### src/rtl/eeprom_pkg.sv
// eeprom_pkg: opcodes and controller state encoding shared by the EEPROM slice
package eeprom_pkg;
  localparam logic [1:0] OP_READ  = 2'b00;
  localparam logic [1:0] OP_WRITE = 2'b01;
  localparam logic [1:0] OP_ERASE = 2'b10;
  localparam logic [1:0] OP_RSVD  = 2'b11;
  typedef enum logic [2:0] {S_IDLE, S_READ, S_ERASE, S_PROG, S_RESP} state_e;
endpackage

### src/rtl/eeprom_if.sv
// eeprom_if: command/response handshake bundle between master and controller
interface eeprom_if #(parameter int ADDR_W = 4, parameter int DATA_W = 8);
  logic              cmd_valid;
  logic              cmd_ready;
  logic [1:0]        cmd_op;
  logic [ADDR_W-1:0] cmd_addr;
  logic [DATA_W-1:0] cmd_wdata;
  logic              wp;
  logic              rsp_valid;
  logic              rsp_ready;
  logic [DATA_W-1:0] rsp_data;
  logic              rsp_err;
  modport master (output cmd_valid, cmd_op, cmd_addr, cmd_wdata, wp, rsp_ready,
                  input cmd_ready, rsp_valid, rsp_data, rsp_err);
  modport slave (input cmd_valid, cmd_op, cmd_addr, cmd_wdata, wp, rsp_ready,
                 output cmd_ready, rsp_valid, rsp_data, rsp_err);
endinterface

### src/rtl/eeprom_ctrl.sv
// eeprom_ctrl: sequences read/erase/program of the EEPROM array with timed strobes
module eeprom_ctrl import eeprom_pkg::*; #(
  parameter int ADDR_W       = 4,
  parameter int DATA_W       = 8,
  parameter int ERASE_CYCLES = 4,
  parameter int PROG_CYCLES  = 4
) (
  input  logic              clk,
  input  logic              rst_n,
  eeprom_if.slave           bus,
  output logic [ADDR_W-1:0] mem_addr,
  output logic              mem_erase,
  output logic              mem_we,
  output logic [DATA_W-1:0] mem_wdata,
  input  logic [DATA_W-1:0] mem_rdata
);
  state_e            state_q, state_d;
  logic [7:0]        cnt_q, cnt_d;
  logic [1:0]        op_q, op_d;
  logic [ADDR_W-1:0] addr_q, addr_d;
  logic [DATA_W-1:0] wdata_q, wdata_d, rdata_q, rdata_d;
  logic              err_q, err_d, erase_q, erase_d, we_q, we_d, accept;
  assign accept = bus.cmd_valid && state_q == S_IDLE;
  always_ff @(posedge clk or negedge rst_n)
    if (!rst_n) begin
      state_q <= S_IDLE;
      cnt_q   <= '0;
      op_q    <= OP_READ;
      addr_q  <= '0;
      wdata_q <= '0;
      rdata_q <= '0;
      err_q   <= 1'b0;
      erase_q <= 1'b0;
      we_q    <= 1'b0;
    end else begin
      state_q <= state_d;
      cnt_q   <= cnt_d;
      op_q    <= op_d;
      addr_q  <= addr_d;
      wdata_q <= wdata_d;
      rdata_q <= rdata_d;
      err_q   <= err_d;
      erase_q <= erase_d;
      we_q    <= we_d;
    end
  // wp is only consulted here, at accept; later changes cannot affect the op
  always_comb begin
    state_d = state_q;
    case (state_q)
      S_IDLE:  if (bus.cmd_valid)
                 state_d = (bus.cmd_op == OP_RSVD || (bus.cmd_op != OP_READ && bus.wp)) ? S_RESP :
                           bus.cmd_op == OP_READ ? S_READ : S_ERASE;
      S_READ:  state_d = S_RESP;
      S_ERASE: if (cnt_q == 8'd0) state_d = op_q == OP_WRITE ? S_PROG : S_RESP;
      S_PROG:  if (cnt_q == 8'd0) state_d = S_RESP;
      S_RESP:  if (bus.rsp_ready) state_d = S_IDLE;
      default: state_d = S_IDLE;
    endcase
  end
  // strobes are registered from the next state so they align with state entry
  always_comb begin
    cnt_d   = state_d != state_q ? (state_d == S_PROG ? 8'(PROG_CYCLES - 1) : 8'(ERASE_CYCLES - 1))
                                 : cnt_q - 8'd1;
    op_d    = accept ? bus.cmd_op : op_q;
    addr_d  = accept ? bus.cmd_addr : addr_q;
    wdata_d = accept ? bus.cmd_wdata : wdata_q;
    err_d   = accept ? state_d == S_RESP : err_q;
    rdata_d = accept ? '0 : state_q == S_READ ? mem_rdata : rdata_q;
    erase_d = state_d == S_ERASE;
    we_d    = state_d == S_PROG;
  end
  assign bus.cmd_ready = state_q == S_IDLE;
  assign bus.rsp_valid = state_q == S_RESP;
  assign bus.rsp_data  = rdata_q;
  assign bus.rsp_err   = err_q;
  assign mem_addr      = addr_q;
  assign mem_wdata     = wdata_q;
  assign mem_erase     = erase_q;
  assign mem_we        = we_q;
endmodule

### src/flat_wrapper.sv
// flat-port wrapper written by rule: the top's interface ports become plain ports
module eeprom_ctrl_flat import eeprom_pkg::*;
#(
  parameter int ADDR_W       = 4,
  parameter int DATA_W       = 8,
  parameter int ERASE_CYCLES = 4,
  parameter int PROG_CYCLES  = 4
)
  (clk, rst_n, mem_addr, mem_erase, mem_we, mem_wdata, mem_rdata, bus_cmd_valid, bus_cmd_op, bus_cmd_addr, bus_cmd_wdata, bus_wp, bus_rsp_ready, bus_cmd_ready, bus_rsp_valid, bus_rsp_data, bus_rsp_err);
  eeprom_if #(.ADDR_W(ADDR_W), .DATA_W(DATA_W)) bus_i ();
  input  logic clk;
  input  logic rst_n;
  output logic [ADDR_W-1:0] mem_addr;
  output logic mem_erase;
  output logic mem_we;
  output logic [DATA_W-1:0] mem_wdata;
  input  logic [DATA_W-1:0] mem_rdata;
  input wire logic [$bits(bus_i.cmd_valid)-1:0] bus_cmd_valid;
  input wire logic [$bits(bus_i.cmd_op)-1:0] bus_cmd_op;
  input wire logic [$bits(bus_i.cmd_addr)-1:0] bus_cmd_addr;
  input wire logic [$bits(bus_i.cmd_wdata)-1:0] bus_cmd_wdata;
  input wire logic [$bits(bus_i.wp)-1:0] bus_wp;
  input wire logic [$bits(bus_i.rsp_ready)-1:0] bus_rsp_ready;
  output wire logic [$bits(bus_i.cmd_ready)-1:0] bus_cmd_ready;
  output wire logic [$bits(bus_i.rsp_valid)-1:0] bus_rsp_valid;
  output wire logic [$bits(bus_i.rsp_data)-1:0] bus_rsp_data;
  output wire logic [$bits(bus_i.rsp_err)-1:0] bus_rsp_err;
  assign bus_i.cmd_valid = bus_cmd_valid;
  assign bus_i.cmd_op = bus_cmd_op;
  assign bus_i.cmd_addr = bus_cmd_addr;
  assign bus_i.cmd_wdata = bus_cmd_wdata;
  assign bus_i.wp = bus_wp;
  assign bus_i.rsp_ready = bus_rsp_ready;
  assign bus_cmd_ready = bus_i.cmd_ready;
  assign bus_rsp_valid = bus_i.rsp_valid;
  assign bus_rsp_data = bus_i.rsp_data;
  assign bus_rsp_err = bus_i.rsp_err;
  eeprom_ctrl #(.ADDR_W(ADDR_W), .DATA_W(DATA_W), .ERASE_CYCLES(ERASE_CYCLES), .PROG_CYCLES(PROG_CYCLES)) u_core (.clk(clk), .rst_n(rst_n), .bus(bus_i), .mem_addr(mem_addr), .mem_erase(mem_erase), .mem_we(mem_we), .mem_wdata(mem_wdata), .mem_rdata(mem_rdata));
endmodule
### config.mk
export PLATFORM = sky130hd
export DESIGN_NAME = eeprom_ctrl_flat
export DESIGN_NICKNAME = d
export VERILOG_FILES = /design/src/rtl/eeprom_pkg.sv /design/src/rtl/eeprom_if.sv /design/src/rtl/eeprom_ctrl.sv /design/src/flat_wrapper.sv
export SDC_FILE = /design/constraint.sdc
export NUM_CORES = 1
export LEC_CHECK = 0
export ABC_AREA = 1
export BUFFER_PORTS_ARGS = -buffer_cell sky130_fd_sc_hd__buf_2
export CAP_MARGIN = 10
export CORE_MARGIN = 2
export CORE_UTILIZATION = 45
export CTS_CLUSTER_DIAMETER = 80
export DETAILED_ROUTE_END_ITERATION = 12
export PLACE_DENSITY = 0.74
export SLEW_MARGIN = 10
export SYNTH_ARGS = -nofsm -noshare
export SYNTH_HDL_FRONTEND = slang
export SYNTH_SLANG_ARGS = --single-unit
### constraint.sdc
create_clock -name clk -period 1.6 [get_ports clk]
set_clock_uncertainty 0.2 [all_clocks]
set_input_delay 0.08 -clock clk [delete_from_list [all_inputs] [get_ports clk]]
set_output_delay 0.08 -clock clk [all_outputs]
set_load 0.03 [all_outputs]
[After elaboration in Yosys (flattened, before gate mapping)]
Index checks and enable logic that the tools add are counted.
Word-level totals
  register bits: 36
  input port bits: 27
  output and inout port bits: 25
  word-level logic and storage cells: 39
Cells by class
  $add $sub $neg: 1
  equal/unequal tests: 10
  multiplexer cells: 11
  reduce and logical (&&, ||, !) cells: 8
Operators with widths (number)
  $mux 8: 3
  $mux 3: 6
  $pmux 3 s5: 1
  $eq 3x2->1 const B: 4
  $logic_not 8->1: 1
  $sub 8x1->8 const B: 1
  $eq 3x3->1 const B: 2
  $reduce_bool 2->1: 2
  $eq 3x1->1 const B: 1
  $logic_not 3->1: 1
  $ne 3x3->1: 1
  $eq 2x1->1 const B: 1
  $eq 2x2->1 const B: 1
  $logic_and 1x1->1: 2
  $logic_not 2->1: 1
  $mux 2: 1
  $logic_or 1x1->1: 1

[Depth between registers and ports, before layout]
  word-level depth: 8
  depth in mapped cells: 10
  gate-level depth less buffers: 10

[Worst setup path before layout]
No wires, ideal clock.
  kind: reg2reg
  from: register u_core.state_q[0]
  to: register u_core.rdata_q[2] (netlist: u_core.bus.rsp_data[2])
  setup time: 0.131 ns
  data arrival time: 1.379 ns
  required time: 1.269 ns
  setup slack: -0.110 ns
  stages on the path, launching flop included: 10
  path buffers: 1
  clock period less this slack: 1.710 ns
  path through: dfrtp_1 > inv_1 > nand2_2 > nor2_4 > inv_2 > nor2_4 > inv_2 > buf_2 > nand3_1 > o21ai_0
Between the ends
  cells in the longest elaborated chain, start to end: 3
  elaborated cells between the ends (all ways): 5
  those cells by class: eq/ne (1); mux (1); reduce/logical (3)
Ends and longest elaborated chain
  from (decl): line eeprom_ctrl.sv:17  | state_e state_q, state_d;
  from (signal assigned): line eeprom_ctrl.sv:36  | state_q <= state_d;
  $logic_not 3->1 (*)
  via bus_cmd_ready: line flat_wrapper.sv:24  | output wire logic [$bits(bus_i.cmd_ready)-1:0] bus_cmd_ready;
  $logic_and 1x1->1 (*): line eeprom_ctrl.sv:23  | assign accept = bus.cmd_valid && state_q == S_IDLE;
  $mux 8 / $reduce_bool 2->1 (equally long branches)
  to (signal assigned): line eeprom_ctrl.sv:41  | rdata_q <= rdata_d;
  to (decl): line eeprom_ctrl.sv:21  | logic [DATA_W-1:0] wdata_q, wdata_d, rdata_q, rdata_d;
Mark *: on every way through the listed nets, which the timed path passes. The rest lies on a longest branch.
A chain may end at the register's enable or synchronous reset.

[Worst setup path in the final report]
  from: register u_core.cnt_q[0]
  to: register u_core.cnt_q[2]
Between the ends
  cells in the longest elaborated chain, start to end: 5
  elaborated cells between the ends (all ways): 7
  those cells by class: add/sub (1); eq/ne (1); mux (4); reduce/logical (1)
Ends and longest elaborated chain
  from (decl): line eeprom_ctrl.sv:18  | logic [7:0] cnt_q, cnt_d;
  from (signal assigned): line eeprom_ctrl.sv:37  | cnt_q <= cnt_d;
  $logic_not 8->1: line eeprom_ctrl.sv:54, eeprom_ctrl.sv:55
  $mux 3, on equally long branches: line eeprom_ctrl.sv:55, eeprom_ctrl.sv:54
  $pmux 3 s5: line eeprom_ctrl.sv:49  | case (state_q)
  $ne 3x3->1: line eeprom_ctrl.sv:62  | cnt_d = state_d != state_q ? (state_d == S_PROG ? 8'(PROG_CYCLES - 1) : 8'(ERASE_CYCLES - 1))
  $mux 8 (*): line eeprom_ctrl.sv:62
  via u_core.cnt_d[2]: line eeprom_ctrl.sv:18
Marks and branches as above.

==> flow_summary.yaml <==
sta:
  rsz0062_at_grt: "true"
  setup_ws_ns: -0.0553
  max_freq_mhz: 604
  relSlewSlack_pct: 75.4
  tns_ns: -0.322
  setup_viol: 6
  final.min_clock_period_ns: 1.66
  tightest_slew_ns: 0.370
  hold_viol: 0
  period_share_pct: 103
  maxSlewViolCount: 0
  whs_ns: 0.00245
setup_path:
  regToRegSetupSlack_ns: -0.06
  path_class: "flop to flop"
  critPathSlowestCell: "dfrtp_1"
  endpoint_kind: "flop"
  cp.required_ns: 1.58
  worstPathMaxFanout: 6
  critPathLaunchType: "flop"
  critical-path-max-stage-delay_ns: 0.39
  cp.arrival_ns: 1.64
  rr_startpoint: "u_core.cnt_q[0]"
  reg2reg_depth: 9
  crit_family: "simple AND/OR/NAND/NOR gates"
  path_cells: "inv_2, ha_4, nand2_4, o21ai_4, nand2_4, nor2_4, o21ai_4, nand3_4, nor2_2"
  regToRegEndpoint: "u_core.cnt_q[2]"
  cp_num_buf_inv: 1
finish:
  final_common_cell: "nand2_1"
  final_cell_mix: "nand2_1, buf_2, dfrtp_1, dlygate4sd3_1, buf_4"
  fillCellCount: 289
  area_growth_pct: 54.1
  antenna_cells: 0
  final_nets: 329
  stdcell_area_um2: 2620
  drive_above_1_share_pct: 42.1
clocking:
  cts_tree: "done"
  cts_buffers: 5
  clock_path_buffers: 2
  root_buffer: "clkbuf_8"
  clkTransAtPathRegs_ns: 0.07
  cts_sinks: 36
  worstSkewPairLatency_ns: 0.29
  htree_num_levels: 2
place:
  place_congestion: 0.766
  portBuffers: 51
  place_area_um2: 2160
  dp_hpwl_um: 2520
worst_hold_path:
  min_to: "u_core.bus.rsp_err"
  hold_path_startpoint: "bus_wp"
  min_path_type: "input port to flop"
  hold_path_depth: 5
yosys:
  synth_top_family_by_area: "simple AND/OR/NAND/NOR gates"
  synth_compound_area_share_pct: 4.34
  ys_types: 24
  synthAdderAreaFrac_pct: 0.736
  ys_seq_area_share_pct: 53.0
  syn-cell-area_um2: 1700
  synth_nets: 225
  synthCells: 197
  ys_ff_latch: 36
  yosys_warnings: 0
  synth_xor_area_share_pct: 3.09
  synthSimpleGateAreaFrac_pct: 32.2
  avgSynthCellArea_um2: 8.63
  synthMuxAreaShare_pct: 0
flow_run:
  drv_cap: 0
detailed_routing:
  post_drt_wl_per_cell_um: 11.7
  wl_met2_um: 2150
  num_vias: 1610
  drt_iter0_drc: 100
  drt-pass1-iter-count: 4
  met1_length_um: 1680
  drc: 0
  top_layer: "met4"
  ant_nets: 0
  vias_per_cell: 4.60
  wirelength_um: 4090
  wl_met3_um: 162
power:
  p_leak_nw: 1.41
  max-vdd-ir-drop_v: 0.000873
  power_density_nw_per_um2: 1760
outcome:
  violations: "negative setup slack"
  outcome: "finished with violations"
floorplan:
  rows: 22
  fp.dieH_um: 65.5
  die_x_um: 65.5
  num_io_pins: 52
  start_util_pct: 46.8
  fp.coreArea_um2: 3630
  die_area_um2: 4290
global_route:
  grt_pass1_wl_um: 6560
  grt_overflow: 0
  antenna_found_initial: 0
  grt_usage_pct: 20.8
  grt_max_degree: 23
  grt_pass1_vias: 1530
metrics by stage:
stage	power, mW	util [%]	instances	worst slack (ns)
2_1_floorplan	3.09	-	197	-0.0929
3_3_place_gp	3.71	59.4	310	-0.139
3_5_place_dp	3.76	59.4	310	-0.214
4_1_cts	4.52	70.2	346	-0.0698
5_1_grt	4.93	72.1	350	-0.134
6_report	4.61	72.1	350	-0.0553
final cells by class:
class	count	area, µm²	area share [%]
timing repair buffer	101	707	27.0
clock buffer	5	68.8	2.63
inverter	25	98.8	3.77
sequential	36	902	34.4
multi-input combinational	132	764	29.2
tap	48	60.1	2.29
clock inverter	3	18.8	0.716
where the power goes:
group	switching, mW	internal [mW]	total (mW)	leakage [nW]
Clock	0.325	0.303	0.628	0.0479
Combinational	1.63	0.887	2.52	0.905
Sequential	0.200	1.27	1.47	0.462
Total	2.16	2.46	4.61	1.41
worst max path at each step:
stage / startpoint / cells past startpoint / to
3_3_place_gp: u_core.cnt_q[0] / 10 / u_core.cnt_q[3]
5_1_grt: u_core.cnt_q[0] / 10 / u_core.cnt_q[2]
3_5_place_dp: u_core.cnt_q[0] / 10 / u_core.cnt_q[2]
6_report: u_core.cnt_q[0] / 9 / u_core.cnt_q[2]
2_1_floorplan: u_core.state_q[1] / 9 / u_core.bus.rsp_err
4_1_cts: u_core.cnt_q[1] / 10 / u_core.cnt_q[2]
metal layers:
| metal | track usage (%) | up-vias |
|---|---|---|
| met5 | 0 | - |
| met4 | 10.2 | 0 |
| met3 | 5.48 | 10 |
| met2 | 37.1 | 43 |
| met1 | 22.8 | 737 |
| li1 | - | 820 |
worst register-to-register path, stage by stage, from the launching register on:
cell,delay (ns)
dfrtp_1,0.39
inv_2,0.08
ha_4,0.15
nand2_4,0.06
o21ai_4,0.21
nand2_4,0.08
nor2_4,0.11
o21ai_4,0.09
nand3_4,0.14
nor2_2,0.04
logic make-up (layout without fill, tap and decap cells):
| family | after synthesis | in the layout |
|---|---|---|
| compound gates | 13 | 13 |
| xor+xnor | 6 | 6 |
| fa+ha+maj | 1 | 1 |
| buf+inv | 29 | 134 |
| flops | 36 | 36 |
| simple gates | 112 | 112 |
state kept, by name (all words and copies together), names as in the netlist:
signal and flops:
u_core.mem_we 1, u_core.mem_addr 4, u_core.bus.rsp_err 1, u_core.state_q 3
u_core.mem_wdata 8, u_core.bus.rsp_data 8, u_core.mem_erase 1, u_core.cnt_q 8
u_core.op_q 2
cells in the mapped netlist:
| master | instances | share of area (%) |
|---|---|---|
| nand4_1 | 3 | 1.1 |
| dfrtp_1 | 36 | 53 |
| nand2_1 | 58 | 13 |
| a31oi_1 | 1 | 0.37 |
| nand3_2 | 1 | 0.59 |
| inv_1 | 19 | 4.2 |
| xnor2_1 | 3 | 1.5 |
| nor2_4 | 5 | 3.3 |
| nor2_2 | 9 | 3.3 |
| a21oi_1 | 1 | 0.29 |
| clkbuf_1 | 1 | 0.22 |
| nor2_1 | 11 | 2.4 |
| inv_2 | 4 | 0.88 |
| buf_2 | 3 | 0.88 |
| o21ai_0 | 9 | 2.6 |
| nand2_2 | 3 | 1.1 |
| nor3_1 | 2 | 0.59 |
| nand2_4 | 1 | 0.66 |
| nand3_4 | 1 | 1.0 |
| o21ai_2 | 2 | 1.0 |
| nand3_1 | 18 | 5.3 |
| clkinv_1 | 2 | 0.44 |
| ha_1 | 1 | 0.74 |
| xor2_1 | 3 | 1.5 |
timing repair:
action | in CTS | in global routing
gates resized for setup | 8 | 13
pin swaps | 10 | 12
endpoints found under the hold margin | 59 | 0
hold buffers | 24 | 0
endpoints found under the setup margin | 10 | 29
setup buffers | 4 | 4
No activity file was read; power rests on OpenSTA's default activity.
